File: config.mk
export PLATFORM = sky130hd
export DESIGN_NAME = bnn_cmd_decoder
export DESIGN_NICKNAME = d
export VERILOG_FILES = /design/src/rtl/bnn_cmd_decoder.sv
export SDC_FILE = /design/constraint.sdc
export NUM_CORES = 1
export LEC_CHECK = 0
export BUFFER_PORTS_ARGS = -buffer_cell sky130_fd_sc_hd__buf_2
export CAP_MARGIN = 25
export CORE_UTILIZATION = 48
export DETAILED_ROUTE_END_ITERATION = 6
export GPL_ROUTABILITY_DRIVEN = 0
export PLACE_DENSITY = 0.77
export SLEW_MARGIN = 5
export SYNTH_ARGS = -nofsm -noshare
export SYNTH_HDL_FRONTEND = slang
export SYNTH_SLANG_ARGS = --single-unit
export TNS_END_PERCENT = 50
File: constraint.sdc
create_clock -name clk -period 2.5 [get_ports clk]
set_input_delay 0.125 -clock clk [delete_from_list [all_inputs] [get_ports clk]]
set_output_delay 0.125 -clock clk [all_outputs]
set_load 0.03 [all_outputs]
File: src/rtl/bnn_cmd_decoder.sv
// bnn_cmd_decoder
// Byte-stream command decoder at the front of the BNN accelerator's SPI path.
// An opcode byte in IDLE selects a load mode (inputs / weights / bias). The
// payload bytes that follow are forwarded on data_out with a one-cycle
// data_valid strobe. After the mode's byte count is reached, the decoder returns
// to IDLE. The current mode is reported one-hot on outs so that it can drive
// downstream write enables directly.
//
// Optional feature macro: DECODER_ABORT_EN
//   defined     : 0xAE received in a load state aborts to IDLE. The byte is not
//                 forwarded and the payload counter is cleared.
//   not defined : 0xAE in a load state is ordinary payload.
//
// Every output is registered. A response appears one clock after the cmd_valid
// sample that caused it.

module bnn_cmd_decoder #(
  parameter int N_INPUT_BYTES  = 1,
  parameter int N_WEIGHT_BYTES = 2,
  parameter int N_BIAS_BYTES   = 2,
  parameter int CNT_W          = 8
) (
  input  logic       clk,
  input  logic       rst_n,
  input  logic       cmd_valid,
  input  logic [7:0] cmd,
  output logic [3:0] outs,
  output logic [7:0] data_out,
  output logic       data_valid,
  output logic       err
);

  // Opcodes recognised in IDLE
  localparam logic [7:0] OP_INPUT  = 8'hB1;
  localparam logic [7:0] OP_WEIGHT = 8'hB2;
  localparam logic [7:0] OP_BIAS   = 8'hB3;
  localparam logic [7:0] OP_NOP    = 8'hAE;

  // One-hot mode codes presented on outs
  localparam logic [3:0] OH_IDLE   = 4'b0001;
  localparam logic [3:0] OH_INPUT  = 4'b0010;
  localparam logic [3:0] OH_WEIGHT = 4'b0100;
  localparam logic [3:0] OH_BIAS   = 4'b1000;

  // Payload lengths, resized to the counter width once so that compares stay width-matched
  localparam logic [CNT_W-1:0] N_IN_C  = CNT_W'(N_INPUT_BYTES);
  localparam logic [CNT_W-1:0] N_WT_C  = CNT_W'(N_WEIGHT_BYTES);
  localparam logic [CNT_W-1:0] N_BS_C  = CNT_W'(N_BIAS_BYTES);
  localparam logic [CNT_W-1:0] CNT_ONE = CNT_W'(1);

`ifdef DECODER_ABORT_EN
  localparam bit ABORT_EN = 1'b1;
`else
  localparam bit ABORT_EN = 1'b0;
`endif

  typedef enum logic [1:0] {
    S_IDLE   = 2'd0,
    S_INPUT  = 2'd1,
    S_WEIGHT = 2'd2,
    S_BIAS   = 2'd3
  } state_t;

  state_t           r_state;
  logic [CNT_W-1:0] r_cnt;
  logic [3:0]       r_outs;
  logic [7:0]       r_data;
  logic             r_data_valid;
  logic             r_err;

  logic [CNT_W-1:0] w_target;
  logic [CNT_W-1:0] w_cnt_inc;
  logic             w_last;
  logic             w_abort;

  // Select the payload length for the active load mode. IDLE's value is unused.
  always_comb begin
    w_target = N_IN_C;
    unique case (r_state)
      S_INPUT:  w_target = N_IN_C;
      S_WEIGHT: w_target = N_WT_C;
      S_BIAS:   w_target = N_BS_C;
      default:  w_target = N_IN_C;
    endcase
  end

  assign w_cnt_inc = r_cnt + CNT_ONE;
  // The byte being accepted now is the final byte of the payload
  assign w_last    = (w_cnt_inc == w_target);
  // The abort byte is only honoured when the feature is built in
  assign w_abort   = ABORT_EN && (cmd == OP_NOP);

  // Mode FSM with registered outputs. Strobes default low and pulse for one clock.
  always_ff @(posedge clk or negedge rst_n) begin
    if (!rst_n) begin
      r_state      <= S_IDLE;
      r_cnt        <= '0;
      r_outs       <= OH_IDLE;
      r_data       <= 8'h00;
      r_data_valid <= 1'b0;
      r_err        <= 1'b0;
    end else begin
      r_data_valid <= 1'b0;
      r_err        <= 1'b0;
      if (cmd_valid) begin
        unique case (r_state)
          S_IDLE: begin
            // Every opcode starts a fresh payload count
            r_cnt <= '0;
            unique case (cmd)
              OP_INPUT: begin
                r_state <= S_INPUT;
                r_outs  <= OH_INPUT;
              end
              OP_WEIGHT: begin
                r_state <= S_WEIGHT;
                r_outs  <= OH_WEIGHT;
              end
              OP_BIAS: begin
                r_state <= S_BIAS;
                r_outs  <= OH_BIAS;
              end
              OP_NOP: begin
                r_err <= 1'b0;
              end
              default: begin
                r_err <= 1'b1;
              end
            endcase
          end
          default: begin
            if (w_abort) begin
              // The abort byte is swallowed: nothing is forwarded
              r_state <= S_IDLE;
              r_outs  <= OH_IDLE;
              r_cnt   <= '0;
            end else begin
              // Payload is raw data. Opcode values are not decoded here.
              r_data       <= cmd;
              r_data_valid <= 1'b1;
              if (w_last) begin
                // outs drops to IDLE in the same cycle as the final data_valid
                r_state <= S_IDLE;
                r_outs  <= OH_IDLE;
                r_cnt   <= '0;
              end else begin
                r_cnt <= w_cnt_inc;
              end
            end
          end
        endcase
      end
    end
  end

  assign outs       = r_outs;
  assign data_out   = r_data;
  assign data_valid = r_data_valid;
  assign err        = r_err;

  // Structural invariants of the output encoding
  a_outs_onehot : assert property (@(posedge clk) disable iff (!rst_n) $onehot(outs));
  a_err_idle    : assert property (@(posedge clk) disable iff (!rst_n) err |-> (outs == OH_IDLE));
  a_err_no_data : assert property (@(posedge clk) disable iff (!rst_n) !(err && data_valid));

endmodule

==> results of run 1 <==
-- registers in the layout, summed over array words and instances, names as in the netlist --
| register | flops |
|---|---|
| data_out | 8 |
| r_state | 2 |
| err | 1 |
| data_valid | 1 |
| r_cnt | 8 |
| outs | 4 |
-- cell type report --
type | instances | area [um^2]
multi-input cells | 88 | 576
fillers | 210 | 900
repair buffers | 25 | 130
inverters | 5 | 18.8
well taps | 28 | 35.0
clock buffers | 4 | 36.3
flip-flops and latches | 24 | 602
-- timing repair --
action                                  CTS  global route
endpoints found under the setup margin    0             0
endpoints found under the hold margin    23             0
hold buffers                              1             0
-- cells by family (layout without fill, tap and decap cells) --
kind of cell	after synthesis	in the layout	share of synthesized area
compound gates	35	35	0.189
mux	8	8	0.0742
simple gates	42	42	0.187
xor+xnor	2	2	0.0144
fa+ha+maj	1	1	0.0103
buf+inv	9	34	0.0299
flops	24	24	0.496
-- cell usage in the layout, fill, tap and decap left out, types with 3 or more instances in the layout --
cell type  count
clkbuf_4       3
nand2_1       12
dfrtp_1       23
mux2_2         8
inv_1          4
nor2_1         8
buf_2         24
nor3_1         5
o21ai_0        8
a21oi_1        6
a22o_1         3
o21ai_1        4
nand3_1        4
-- layer usage --
layer	wire (um)	vias up
met5	0	-
met4	25	0
met3	79	4
met2	1100	24
met1	1270	470
li1	-	498
-- where the power goes --
part	total, mW	internal, mW	switching (mW)	leakage (nW)
Sequential	0.527	0.454	0.0736	0.277
Combinational	0.258	0.105	0.153	0.321
Clock	0.208	0.0891	0.119	0.0210
Total	0.993	0.648	0.345	0.620
-- per-stage QoR --
step	setup slack, ps	power [mW]	util
2_1_floorplan	622	0.709	-
3_3_place_gp	550	0.785	0.588
3_5_place_dp	444	0.792	0.588
4_1_cts	422	1.00	0.608
5_1_grt	289	1.06	0.608
6_report	400	0.993	0.608
-- Yosys cell counts (all sizes together) --
cell type	number	share of area
buf	2	0.0082
nor3b	1	0.0062
mux2	8	0.074
o2bb2ai	2	0.014
a22oi	2	0.012
a21boi	1	0.0062
xor2	2	0.014
or2	1	0.0052
a31o	2	0.014
nand3b	1	0.0062
o32a	1	0.0093
a41oi	1	0.0072
o211ai	1	0.0062
clkinv	1	0.0031
a31oi	1	0.0052
nand2	12	0.037
clkbuf	2	0.0062
inv	4	0.012
nor2	8	0.025
and3	3	0.018
or3	1	0.0052
nor3	6	0.029
dfrtp	23	0.47
nand3	5	0.025
o22ai	1	0.0052
dfstp	1	0.022
a22o	3	0.022
a21oi	6	0.025
nor4bb	1	0.0082
nor2b	1	0.0052
o31ai	1	0.0062
ha	1	0.010
o21ai	12	0.049
o21a	1	0.0062
and4	1	0.0072
nor4	1	0.010
-- final timing paths --
path | startpoint | to | slack, ps | depth (start not counted)
max | r_cnt[0] | r_cnt[0] | 400 | 6
min | cmd[6] | data_out[6] | 40 | 2
max reg2reg | r_cnt[0] | r_cnt[0] | 400 | 6
min reg2reg | outs[0] | outs[0] | 500 | 2
max in group asynchronous | rst_n | outs[0] | 1830 | 2
min in group asynchronous | rst_n | r_cnt[5] | 300 | 2
==> results.cfg, run 1 <==
[yosys]
synth_cell_type_count = 40
syn_area_um2 = 1210
synthesis.nets = 133
synth-seq-cells = 24
yosys_warnings = 0
synth_seq_area_share = 0.496
syn_inst = 121
syn_avg_cell_area_um2 = 10.0

[cts]
ctsHtreeMaxLevel = 1
path_clk_slew_ps = 130
ctsResizeCount = 0
cts.sinks = 24
cts_buffer_depth = 2
root_buffer = clkbuf_4
numCtsBuffers = 3
cts_tree = built
clock_latency_ps = 320
post-cts-setup-buffer-count = 0

[timing]
hold_viol_final = 0
setup_violations = 0
timing.hold.ws_ps = 42.2
tns_ps = 0
worst_pin_slew_ps = 549
maxSlewViolCount = 0
finClkSkew_ps = 2.82
grt_setup_unrepaired = false
fmaxAchievable_ghz = 0.476
post-route-period-util = 0.840
min_period_ps = 2100
slew_headroom = 0.634

[floorplan]
die-area_um2 = 2730
start_util = 0.528
fp.dieH_um = 52.3
rows = 17
die_x_um = 52.3
coreArea_um2 = 2300
io_pins = 25

[place]
post_dp_cell_area_um2 = 1350
hpwl_um = 1750
place_inst = 169
port_buffers = 24

[detailed_routing]
drtIter0Drc = 17
ant_nets = 0
drc = 0
wl_um = 2470
drt-pass1-iter-count = 4
vias = 996
drt-wirelength-per-cell_um = 14.2
viasPerCell = 5.72

[power_and_ir_drop]
power-per-cell-area_nw_per_um2 = 711
ir_worst_vdd_v = 0.000392
p_leak_nw = 0.620

[global_routing]
grt_start_max_net_pins = 25
overflow = 0
grt_pass1_wl_um = 4120
antenna_found_initial = 0
grt_use_met3 = 0.0348
track_usage = 0.206
grt_util_met1 = 0.293
grt-busiest-layer = met2
use_met2 = 0.316
grt_pass1_vias = 890

[critical_path]
worstPathRequired_ps = 2720
crit_chain = ha_1 > a21boi_1 > a21oi_1 > o32a_2 > or3_1 > a22o_1
cp_top_family = compound AO/OA/AOI/OAI gates
cp_max_fo = 8
crit_type = flip-flop to flip-flop
worstSetupStartpointType = flip-flop
critPathMaxStageDelay_ps = 500
arrival_ps = 2320
path_buf_inv = 0
slowest_stage = dfrtp_1
critPathCaptureType = flip-flop

[cells_and_area]
stdcell_count = 174
antenna_cells = 0
nets = 159
syn2layout_area_growth_pct = 15.2
drive_above_1_share = 0.315
post-route-cell-area_um2 = 1400

[status]
status = completed

[min_path]
hp-class = input port to flip-flop

[job]
cap_violations = 0
Note: power is estimated with default switching activity, not from simulation.
==> run 2, diff against run 1 <==
--- a/config.mk
+++ b/config.mk
@@ -10,7 +10,7 @@
 export CORE_UTILIZATION = 48
 export DETAILED_ROUTE_END_ITERATION = 6
 export GPL_ROUTABILITY_DRIVEN = 0
-export PLACE_DENSITY = 0.77
+export PLACE_DENSITY = 0.8
 export SLEW_MARGIN = 5
 export SYNTH_ARGS = -nofsm -noshare
 export SYNTH_HDL_FRONTEND = slang
==> constraint.sdc (replaced) <==
create_clock -name clk -period 1.7 [get_ports clk]
set_input_delay 0.085 -clock clk [delete_from_list [all_inputs] [get_ports clk]]
set_output_delay 0.085 -clock clk [all_outputs]
set_load 0.03 [all_outputs]
==> results.cfg, run 2 (synthesis results as in run 1) <==
[detailed_routing]
vias = 1103
drtIter0Drc = 24
drt-wirelength-per-cell_um = 15.8
wl_um = 3010
drc = 0
ant_nets = 0
viasPerCell = 5.77
drt-pass1-iter-count = 4

[floorplan]
die-area_um2 = 2730
rows = 17
die_x_um = 52.3
fp.dieH_um = 52.3
coreArea_um2 = 2300
start_util = 0.528
io_pins = 25

[min_path]
worstHoldStart = cmd[4]
whs_path_depth = 2
hp-class = input port to flip-flop
hold_end = data_out[4]

[cells_and_area]
drive_above_1_share = 0.429
final_cell_mix = buf_2 (24), dfrtp_1 (20), nand2_1 (12), buf_4 (12)
syn2layout_area_growth_pct = 34.3
nets = 176
antenna_cells = 0
layout_commonest_cell = buf_2
n_fill_cell = 175
post-route-cell-area_um2 = 1630
stdcell_count = 191

[critical_path]
crit_type = flip-flop to flip-flop
worstRegToRegCells = 6
arrival_ps = 2070
cp_top_family = simple AND/OR/NAND/NOR gates
cp_max_fo = 4
crit_chain = ha_4 > xor2_1 > nor4_4 > o22ai_2 > or3_4 > a22o_1
timing.rr.start = r_cnt[0]
critPathMaxStageDelay_ps = 480
r2r_slack_ps = -140
worstSetupStartpointType = flip-flop
r2r_end = r_cnt[0]
critPathCaptureType = flip-flop
worstPathRequired_ps = 1930
path_buf_inv = 0
slowest_stage = dfrtp_2

[global_routing]
track_usage = 0.247
grt_util_met1 = 0.311
antenna_found_initial = 0
grt_pass1_wl_um = 4900
grt_start_max_net_pins = 25
use_met2 = 0.430
grt_use_met3 = 0.0348
grt-busiest-layer = met2
grt_pass1_vias = 1108
overflow = 0

[timing]
hold_viol_final = 0
slew_headroom = 0.638
grt_setup_unrepaired = true
post-route-period-util = 1.08
maxSlewViolCount = 0
finClkSkew_ps = 7.08
timing.hold.ws_ps = 12.6
worst_pin_slew_ps = 543
min_period_ps = 1840
setup_slack_ps = -137
fmaxAchievable_ghz = 0.544
setup_violations = 4

[place]
post_dp_cell_area_um2 = 1470
place_inst = 181
port_buffers = 24
hpwl_um = 1990

[cts]
clock_latency_ps = 330
numCtsBuffers = 3
cts_tree = built
cts.sinks = 24
cts_buffer_depth = 2
path_clk_slew_ps = 140
ctsHtreeMaxLevel = 1
root_buffer = clkbuf_4

[power_and_ir_drop]
p_leak_nw = 0.738
p_int_mw = 1.19
pwr-share-seq = 0.429
power-per-cell-area_nw_per_um2 = 1100
pwr-share-comb = 0.334
sw_frac_of_total = 0.337
ir_worst_vdd_v = 0.000663
power_switching_uw = 604
p_clk_frac = 0.237

[status]
status = finished, violations left
failed_checks = negative setup slack

[job]
cap_violations = 0
-- run 2: cell types whose count changed in the layout (fill, tap and decap cells not counted), moves of 2 or more --
cell	delta
buf_4	+12
dfrtp_1	-3
nor3_1	-2
nor3_2	+2
dlygate4sd3_1	+3
dfrtp_2	+3
-- run 2: final cells by class --
| type | instances | area, um^2 | area share |
|---|---|---|---|
| well taps | 28 | 35.0 | 0.0215 |
| multi-input cells | 88 | 637 | 0.391 |
| repair buffers | 42 | 282 | 0.173 |
| clock buffers | 3 | 22.5 | 0.0138 |
| inverters | 5 | 18.8 | 0.0115 |
| clock inverters | 1 | 30.0 | 0.0184 |
| flip-flops and latches | 24 | 606 | 0.371 |
-- run 2: how the worst max path moves through the flow --
stage                   from        to  slack [ps]  depth (start not counted)
floorplan           r_cnt[1]  r_cnt[0]         -70                          6
global placement    r_cnt[1]  r_cnt[0]         -80                          6
detailed placement  r_cnt[1]  r_cnt[0]        -160                          6
CTS                 r_cnt[0]  r_cnt[0]        -110                          6
global route        r_cnt[0]  r_cnt[0]        -190                          6
finish              r_cnt[0]  r_cnt[0]        -140                          6
-- run 2: metrics by stage --
stage	total power, mW	utilization	setup TNS, ps	setup slack (ps)
floorplan	1.07	-	-69.2	-69.2
global placement	1.27	0.639	-355	-82.3
detailed placement	1.30	0.639	-883	-160
CTS	1.73	0.686	-291	-113
global route	1.89	0.710	-738	-189
finish	1.80	0.710	-213	-137
-- run 2: per-layer routing --
layer  vias up  wire length, um
met3         4               86
met1       548             1280
met2        27             1600
li1        524                -
met5         -                0
met4         0               47
-- run 2: power by group through the flow --
stage               clock network, mW  logic, mW  registers [mW]
finish                          0.426      0.600           0.770
floorplan                           0      0.229           0.837
global placement                    0      0.510           0.758
detailed placement                  0      0.530           0.767
global route                    0.451      0.658           0.782
CTS                             0.426      0.550           0.753
-- run 2: timing repair --
action | CTS | global route
resized for setup | 2 | 9
hold buffers | 3 | 1
buffers inserted | 2 | 0
endpoints found under the hold margin | 25 | 1
endpoints found under the setup margin | 8 | 8
cloned | 0 | 0
pin swaps | 1 | 1
